--- src/rtl/display_scheduler.sv ---
// Clock/alarm display mode scheduler with edit blinking and alarm override.
// Optional: DISP_LEADING_ZERO_BLANK_EN darkens the leftmost digit below 10:00.
module display_scheduler #(
    parameter int TIMEOUT_MS    = 10000,
    parameter int BLINK_HALF_MS = 250
) (
    input  logic        CLOCK_1ms,
    input  logic        RESET,
    input  logic [11:0] CUR_TIME,
    input  logic [11:0] ALARM_TIME,
    input  logic        BTN_MODE,
    input  logic        BTN_ACT,
    input  logic        ALARM_RING,
    output logic [11:0] DISP_TIME,
    output logic [3:0]  BLANK_MASK,
    output logic [1:0]  MODE
);

    localparam int TW = $clog2(TIMEOUT_MS + 1);
    localparam int BW = $clog2(BLINK_HALF_MS + 1);

    localparam logic [1:0] SHOW_CLK = 2'b00;
    localparam logic [1:0] SHOW_ALM = 2'b01;
    localparam logic [1:0] EDIT_HR  = 2'b10;
    localparam logic [1:0] EDIT_MIN = 2'b11;

    localparam logic [TW-1:0] TMO_LAST = TW'(TIMEOUT_MS - 1);
    localparam logic [TW-1:0] TMO_SAT  = TW'(TIMEOUT_MS);
    localparam logic [BW-1:0] BLK_LAST = BW'(BLINK_HALF_MS - 1);

    logic [1:0]    state_q, state_d;
    logic [TW-1:0] tmo_q, tmo_d;
    logic [BW-1:0] blk_q, blk_d;
    logic          ph_q, ph_d;
    logic          ring_q;
    logic [11:0]   disp_q, disp_d;
    logic [3:0]    mask_q, mask_d;

    always_comb begin
        state_d = state_q;
        tmo_d   = tmo_q;
        blk_d   = blk_q + BW'(1);
        ph_d    = ph_q;
        if (blk_q == BLK_LAST) begin
            blk_d = '0;
            ph_d  = ~ph_q;
        end
        // The ringing alarm freezes navigation; only the blinker keeps running.
        if (!ALARM_RING) begin
            if (BTN_MODE) begin
                state_d = 2'(state_q + 2'd1);
            end else if (state_q != SHOW_CLK && tmo_q == TMO_LAST) begin
                state_d = SHOW_CLK;
            end
            if (BTN_MODE || BTN_ACT || state_d != state_q) begin
                tmo_d = '0;
            end else if (state_q != SHOW_CLK && tmo_q != TMO_SAT) begin
                tmo_d = tmo_q + TW'(1);
            end
            // ring_q set here means the alarm just stopped: restart visible.
            if (BTN_ACT || state_d != state_q || ring_q) begin
                blk_d = '0;
                ph_d  = 1'b0;
            end
        end
    end

    always_comb begin
        disp_d = ALARM_TIME;
        if (ALARM_RING || state_d == SHOW_CLK) begin
            disp_d = CUR_TIME;
        end
        mask_d = 4'b0000;
        if (ALARM_RING) begin
            mask_d = {4{ph_d}};
        end else begin
            case (state_d)
                EDIT_HR:  mask_d = {ph_d, ph_d, 2'b00};
                EDIT_MIN: mask_d = {2'b00, ph_d, ph_d};
                default:  mask_d = 4'b0000;
            endcase
        end
`ifdef DISP_LEADING_ZERO_BLANK_EN
        if (disp_d < 12'd600) begin
            mask_d[3] = 1'b1;
        end
`else
`endif
    end

    always_ff @(posedge CLOCK_1ms) begin
        if (RESET) begin
            state_q <= SHOW_CLK;
            tmo_q   <= '0;
            blk_q   <= '0;
            ph_q    <= 1'b0;
            ring_q  <= 1'b0;
            disp_q  <= '0;
            mask_q  <= '0;
        end else begin
            state_q <= state_d;
            tmo_q   <= tmo_d;
            blk_q   <= blk_d;
            ph_q    <= ph_d;
            ring_q  <= ALARM_RING;
            disp_q  <= disp_d;
            mask_q  <= mask_d;
        end
    end

    assign DISP_TIME  = disp_q;
    assign BLANK_MASK = mask_q;
    assign MODE       = state_q;

endmodule

--- config.mk ---
export PLATFORM = sky130hd
export DESIGN_NAME = display_scheduler
export DESIGN_NICKNAME = d
export VERILOG_FILES = /design/src/rtl/display_scheduler.sv
export SDC_FILE = /design/constraint.sdc
export NUM_CORES = 1
export LEC_CHECK = 0
export BUFFER_PORTS_ARGS = -buffer_cell sky130_fd_sc_hd__buf_2
export CORE_UTILIZATION = 57
export DETAILED_ROUTE_END_ITERATION = 7
export PLACE_DENSITY = 0.93
export RECOVER_POWER = 25
export SLEW_MARGIN = 10
export SYNTH_ARGS = -nofsm -noshare
export SYNTH_HDL_FRONTEND = slang
export SYNTH_SLANG_ARGS = --single-unit
--- constraint.sdc ---
create_clock -name CLOCK_1ms -period 4.92 [get_ports CLOCK_1ms]
set_clock_uncertainty 0.05 [all_clocks]
set_input_delay 0 -clock CLOCK_1ms [delete_from_list [all_inputs] [get_ports CLOCK_1ms]]
set_output_delay 0 -clock CLOCK_1ms [all_outputs]
set_load 0.03 [all_outputs]
-- Word level (Yosys, flattened, before mapping)
Index checks and enable logic that the tools add are counted.
- register bits after elaboration: 42
- logic and storage cells: 44
- output and inout port bits: 18
- bits of input ports: 29
- multiplexer cells: 15
- add/sub/neg operators: 3
- bitwise logic cells: 2
- reduce and logical (&&, ||, !) cells: 11
- equal/unequal tests: 6
- operators with widths (cell ; number):
    14-bit two-way mux ; 2
    8-bit two-way mux ; 3
    14-bit by 1-bit adder with 14-bit output, second input constant ; 1
    14-bit equality test, second input constant ; 1
    14-bit inequality test, second input constant ; 1
    12-bit two-way mux ; 1
    8-bit by 1-bit adder with 8-bit output, second input constant ; 1
    8-bit equality test, second input constant ; 1
    2-bit two-way mux ; 4
    4-bit case mux with 2 select lines ; 1
    1-bit logical OR ; 5
    2-bit equality test, second input constant ; 2
    4-bit two-way mux ; 1
    2-bit nonzero test ; 2
    1-bit two-way mux ; 3
    2-bit by 1-bit adder with 2-bit output, second input constant ; 1
    1-bit logical AND ; 2
    2-bit zero test ; 1
    2-bit inequality test ; 1
    1-bit NOT ; 2
    2-bit AND reduction ; 1

-- Longest topological paths before layout
- depth after elaboration: 12
- mapped depth: 8

-- Least setup slack after synthesis
OpenSTA, ideal clock, no wires.
- kind: register to register
- start: register state_q[0], in the netlist MODE[0]
- end: register tmo_q[10]
- cell stages (with the launch flop): 8
- path buffers: 1
- arrival time: 1935 ps
- setup slack: 2820 ps
- cell sequence: dfxtp_1 > inv_1 > ha_1 > and4bb_2 > nand4_4 > o311ai_4 > buf_4 > nor2_1
- word-level cells in the longest chain between the ends: 9
- elaborated cells on any way between the ends: 12
- those cells by class: add/sub (1); eq/ne (1); mux (4); reduce/logical (6)
- ends and longest elaborated chain (item ; line ; text):
    start, declared ; 31 ; logic [1:0] state_q, state_d;
    start signal, assigned ; 101 ; state_q <= state_d;
    2-bit nonzero test ; 52, 57 ;
    1-bit logical AND ; 52 ; end else if (state_q != SHOW_CLK && tmo_q == TMO_LAST) begin
    2-bit two-way mux ; 52 ;
    2-bit two-way mux ; 50 ; if (BTN_MODE) begin
    2-bit two-way mux ; 49 ; if (!ALARM_RING) begin
    2-bit inequality test ; 55 ; if (BTN_MODE || BTN_ACT || state_d != state_q) begin
    1-bit logical OR ; 55 ;
    2-bit nonzero test (no source line) ; -- ;
    2-bit AND reduction (no source line) ; -- ;
    end signal, assigned ; 102 ; tmo_q <= tmo_d;
    end, declared ; 32 ; logic [TW-1:0] tmo_q, tmo_d;
Several ways; a longest one is shown, not always the timed one. The select of a mux whose other input is x is not followed.
A chain may end at the register's enable or synchronous reset.

-- Final worst setup path
- start: register state_q[0], in the netlist MODE[0]
- end: register disp_q[6], in the netlist DISP_TIME[6]
- word-level cells in the longest chain between the ends: 9
- elaborated cells on any way between the ends: 10
- those cells by class: add/sub (1); mux (5); reduce/logical (4)
- ends and longest elaborated chain (item ; line ; text):
    2-bit nonzero test ; 52 ;
    1-bit logical AND ; 52 ;
    2-bit two-way mux ; 52 ;
    2-bit two-way mux ; 50 ;
    2-bit two-way mux ; 49 ;
    2-bit two-way mux (*) ; 49 ;
    2-bit zero test (*) ; 70 ; if (ALARM_RING || state_d == SHOW_CLK) begin
    1-bit logical OR (*) ; 70 ;
    12-bit two-way mux (*) ; 70 ;
    end signal, assigned ; 106 ; disp_q <= disp_d;
    end, declared ; 36 ; logic [11:0] disp_q, disp_d;
Mark *: on every way between the ends. The rest lies on a longest branch, timed or not. The select of a mux whose other input is x is not followed.

==> key figures <==
Floorplanning
  – FP Rows: 20
  – Die width: 60.4 µm
  – DIE AREA: 3640 µm²
  – I/O pin cnt: 47
  – Core area: 3150 µm²
  – Starting Density: 61.6%
  – Die H: 60.4 µm

Route
  – DRT Wirelength: 5.12 mm
  – Antenna Nets Post-Route: 0
  – DR WL/cell: 15.3 µm
  – Initial DRC count: 103
  – Remaining DRCs: 0
  – Wire length on met2: 2.74 mm
  – M1 WL: 1.95 mm
  – Routed wl met3: 229 µm
  – Vias per inst: 5.39
  – First-pass iteration count of the detailed router: 4
  – Via count: 1,799
  – Highest routed layer: met4

Worst setup path
  – Crit Path Max Fanout: 12
  – Crit path cell chain: inv_1, ha_1, and4bb_2, nand4_4, a21oi_2, nor3_2, mux2i_1, dlygate4sd3_1
  – Buf/Inv on CP: 2
  – Setup crit end kind: flop
  – Slowest cell on crit path: nor3_2
  – Crit start category: flop
  – Worst EP arrival: 3380 ps
  – Worst path max stage delay: 900 ps
  – Worst path required time: 5180 ps
  – Critical path type: reg2reg
  – CP top delay family: simple AND/OR/NAND/NOR gates

STA
  – Slew Limit Fails: 0
  – Fmax: 321 MHz
  – Period utilization: 63.4%
  – Setup TNS: 0 ps
  – Worst-margin pin slew: 1200 ps
  – Setup violations, final: 0
  – Worst slew margin: 19.4%
  – Final hold violations: 0
  – Final min period: 3120 ps
  – RSZ-0062 raised after global routing: false

Global routing
  – Initial antenna violation count: 0
  – Remaining global-route overflow: 0
  – Pin count of the biggest net entering global routing: 27
  – Vias in the first global route: 1,706
  – Global Route Usage Sum: 30.1%
  – Global-route wire length before repair: 7.85 mm

Synth
  – Multiplexer area fraction after synthesis: 6.19%
  – Synth top area share: 41.2%
  – Synthesized area: 1940 µm²
  – Synth Area in XOR/XNOR: 8.12%
  – Yosys reg bits: 40
  – Asr flop ratio synth: 0%
  – Count of cell types in the netlist: 39
  – Primary FF master, synth: dfxtp_1
  – Synth Area in Compound Gates: 7.86%
  – Syn nets: 253
  – EDFF count, synth: 0
  – Adder-cell share of the synthesized area: 3.22%
  – Avg Cell Area, Syn: 8.87 µm²
  – Count leader, synth: dfxtp_1
  – Simple-gate share of the synthesized area: 28.4%
  – Main combinational cell family by area after synthesis: simple AND/OR/NAND/NOR gates
  – Top cells by area in the synthesized netlist: dfxtp_1, mux2i_1, nand2_1
  – Yosys warning count: 0
  – Yosys top cell by area: dfxtp_1
  – Post-synth top cells: dfxtp_1, nand2_1, nor2_1
  – Mapped Cells: 219
  – Seq/Total Area, Yosys: 41.2%

Placed design
  – Port Buffers: 46
  – RePlAce Congestion: 0.821
  – Final HPWL DP: 2.92 mm
  – Cell count after placement: 300

Clocking
  – Clk buf depth: 2
  – Worst-Skew Late Latency: 360 ps
  – H-tree Lvls: 2
  – Clock root cell: clkbuf_4
  – Num CTS Buffers: 5
  – Clock transition at path regs: 140 ps
  – # Post-CTS Setup Buffers: 0
  – CTS Sinks: 40
  – CTS tree: built

Final layout
  – Fraction of layout cells with a size suffix above 1: 16.6%
  – Area grow syn2layout: 28.0%
  – Layout Nets: 323
  – Fin cells: 334
  – ANT cells: 0
  – Fill cells: 236

Power
  – Switching power: 0.185 mW
  – Comb power frac: 16.2%
  – Clock share of power: 33.1%
  – VDD IR-drop max: 0.199 mV
  – Static Leak: 1.03 nW
  – Sequential share of power: 50.7%
  – Net Sw Frac: 27.6%
  – Internal power: 0.487 mW
  – PD cells: 271 nW/µm²

Min path
  – Hold Path Class: in2reg

Status
  – Status: finished clean

Flow run
  – Number of max-cap violations: 0
[flip-flops by register name, summed over array words and instances, names as in the netlist]
register and count:
tmo_q 14, blk_q 8, DISP_TIME 12, MODE 2, BLANK_MASK 2, ph_q 1, ring_q 1
[final cells by class]
type	count	area (µm²)	share of cell area, %
clock buffers	5	37.5	1.51
well taps	44	55.1	2.21
clock inverters	3	42.5	1.71
flip-flops and latches	40	801	32.2
multi-input cells	161	1040	42.0
repair buffers	72	473	19.0
inverters	9	33.8	1.36
[worst register-to-register path: stages, from the launching register on]
cell and delay [ps]:
dfxtp_1 390, inv_1 100, ha_1 210, and4bb_2 290, nand4_4 160, a21oi_2 80, nor3_2 900, mux2i_1 290
dlygate4sd3_1 610
[placed cells by master (no fill, tap or decap), types with 2 or more instances in the layout]
cell type	instances
a21oi_1	6
and2_1	2
and3_1	3
buf_2	32
clkbuf_1	14
clkbuf_4	5
dfxtp_1	40
dlygate4sd3_1	26
ha_1	5
inv_1	8
mux2i_1	12
nand2_1	32
nand3_1	11
nand4_1	7
nor2_1	31
nor2b_1	5
nor3_1	3
o211ai_1	2
o21a_1	2
o21ai_0	5
xnor2_1	7
xor2_1	11
[through the flow]
| step | total power, mW | cell area, µm² | hold slack (ps) | setup WS [ps] | util [%] |
|---|---|---|---|---|---|
| CTS | 0.665 | 2500 | 5.96 | 1950 | 79.4 |
| floorplan | 0.408 | 1940 | 16.7 | 2820 | - |
| finish | 0.673 | 2490 | 46.1 | 1800 | 78.8 |
| global placement | 0.431 | 2160 | 194 | 2580 | 68.6 |
| global route | 0.697 | 2490 | 85.3 | 1650 | 78.8 |
| detailed placement | 0.433 | 2160 | 202 | 2510 | 68.6 |
[power groups by stage]
stage               registers [mW]  clock network (mW)  logic, mW
finish                       0.341               0.223      0.109
global route                 0.343               0.238      0.116
CTS                          0.340               0.219      0.106
detailed placement           0.347                   0     0.0863
global placement             0.346                   0     0.0842
floorplan                    0.366                   0     0.0417
[worst paths after layout]
kind / startpoint / to / slack (ps) / cells after the start
worst max-delay path: MODE[0]$_SDFF_PP0_ / DISP_TIME[6]$_SDFF_PP0_ / 1800 / 8
worst min-delay path: BTN_MODE / MODE[1]$_SDFF_PP0_ / 50 / 4
worst max register to register: MODE[0]$_SDFF_PP0_ / DISP_TIME[6]$_SDFF_PP0_ / 1800 / 8
worst min register to register: blk_q[0]$_SDFF_PP0_ / blk_q[0]$_SDFF_PP0_ / 460 / 1
[routing by layer]
metal / GRT usage (%) / vias to the layer above
met5: 0 / -
met4: 16.9 / 0
met3: 6.61 / 20
met2: 52.1 / 52
met1: 34.1 / 849
li1: - / 878
[kinds of logic after synthesis]
kind of cell | after synthesis
AO/OA/AOI/OAI | 21
XOR/XNOR | 18
multiplexers | 12
AND/OR/NAND/NOR | 105
buffers and inverters | 18
flip-flops | 40
adder cells (fa/ha/maj) | 5
[repair_timing]
| item | in CTS | in global routing |
|---|---|---|
| hold buffers | 26 | 0 |
| gates resized for setup | 0 | 0 |
| hold endpoints to repair | 17 | 0 |
(Power assumes the default switching activity.)
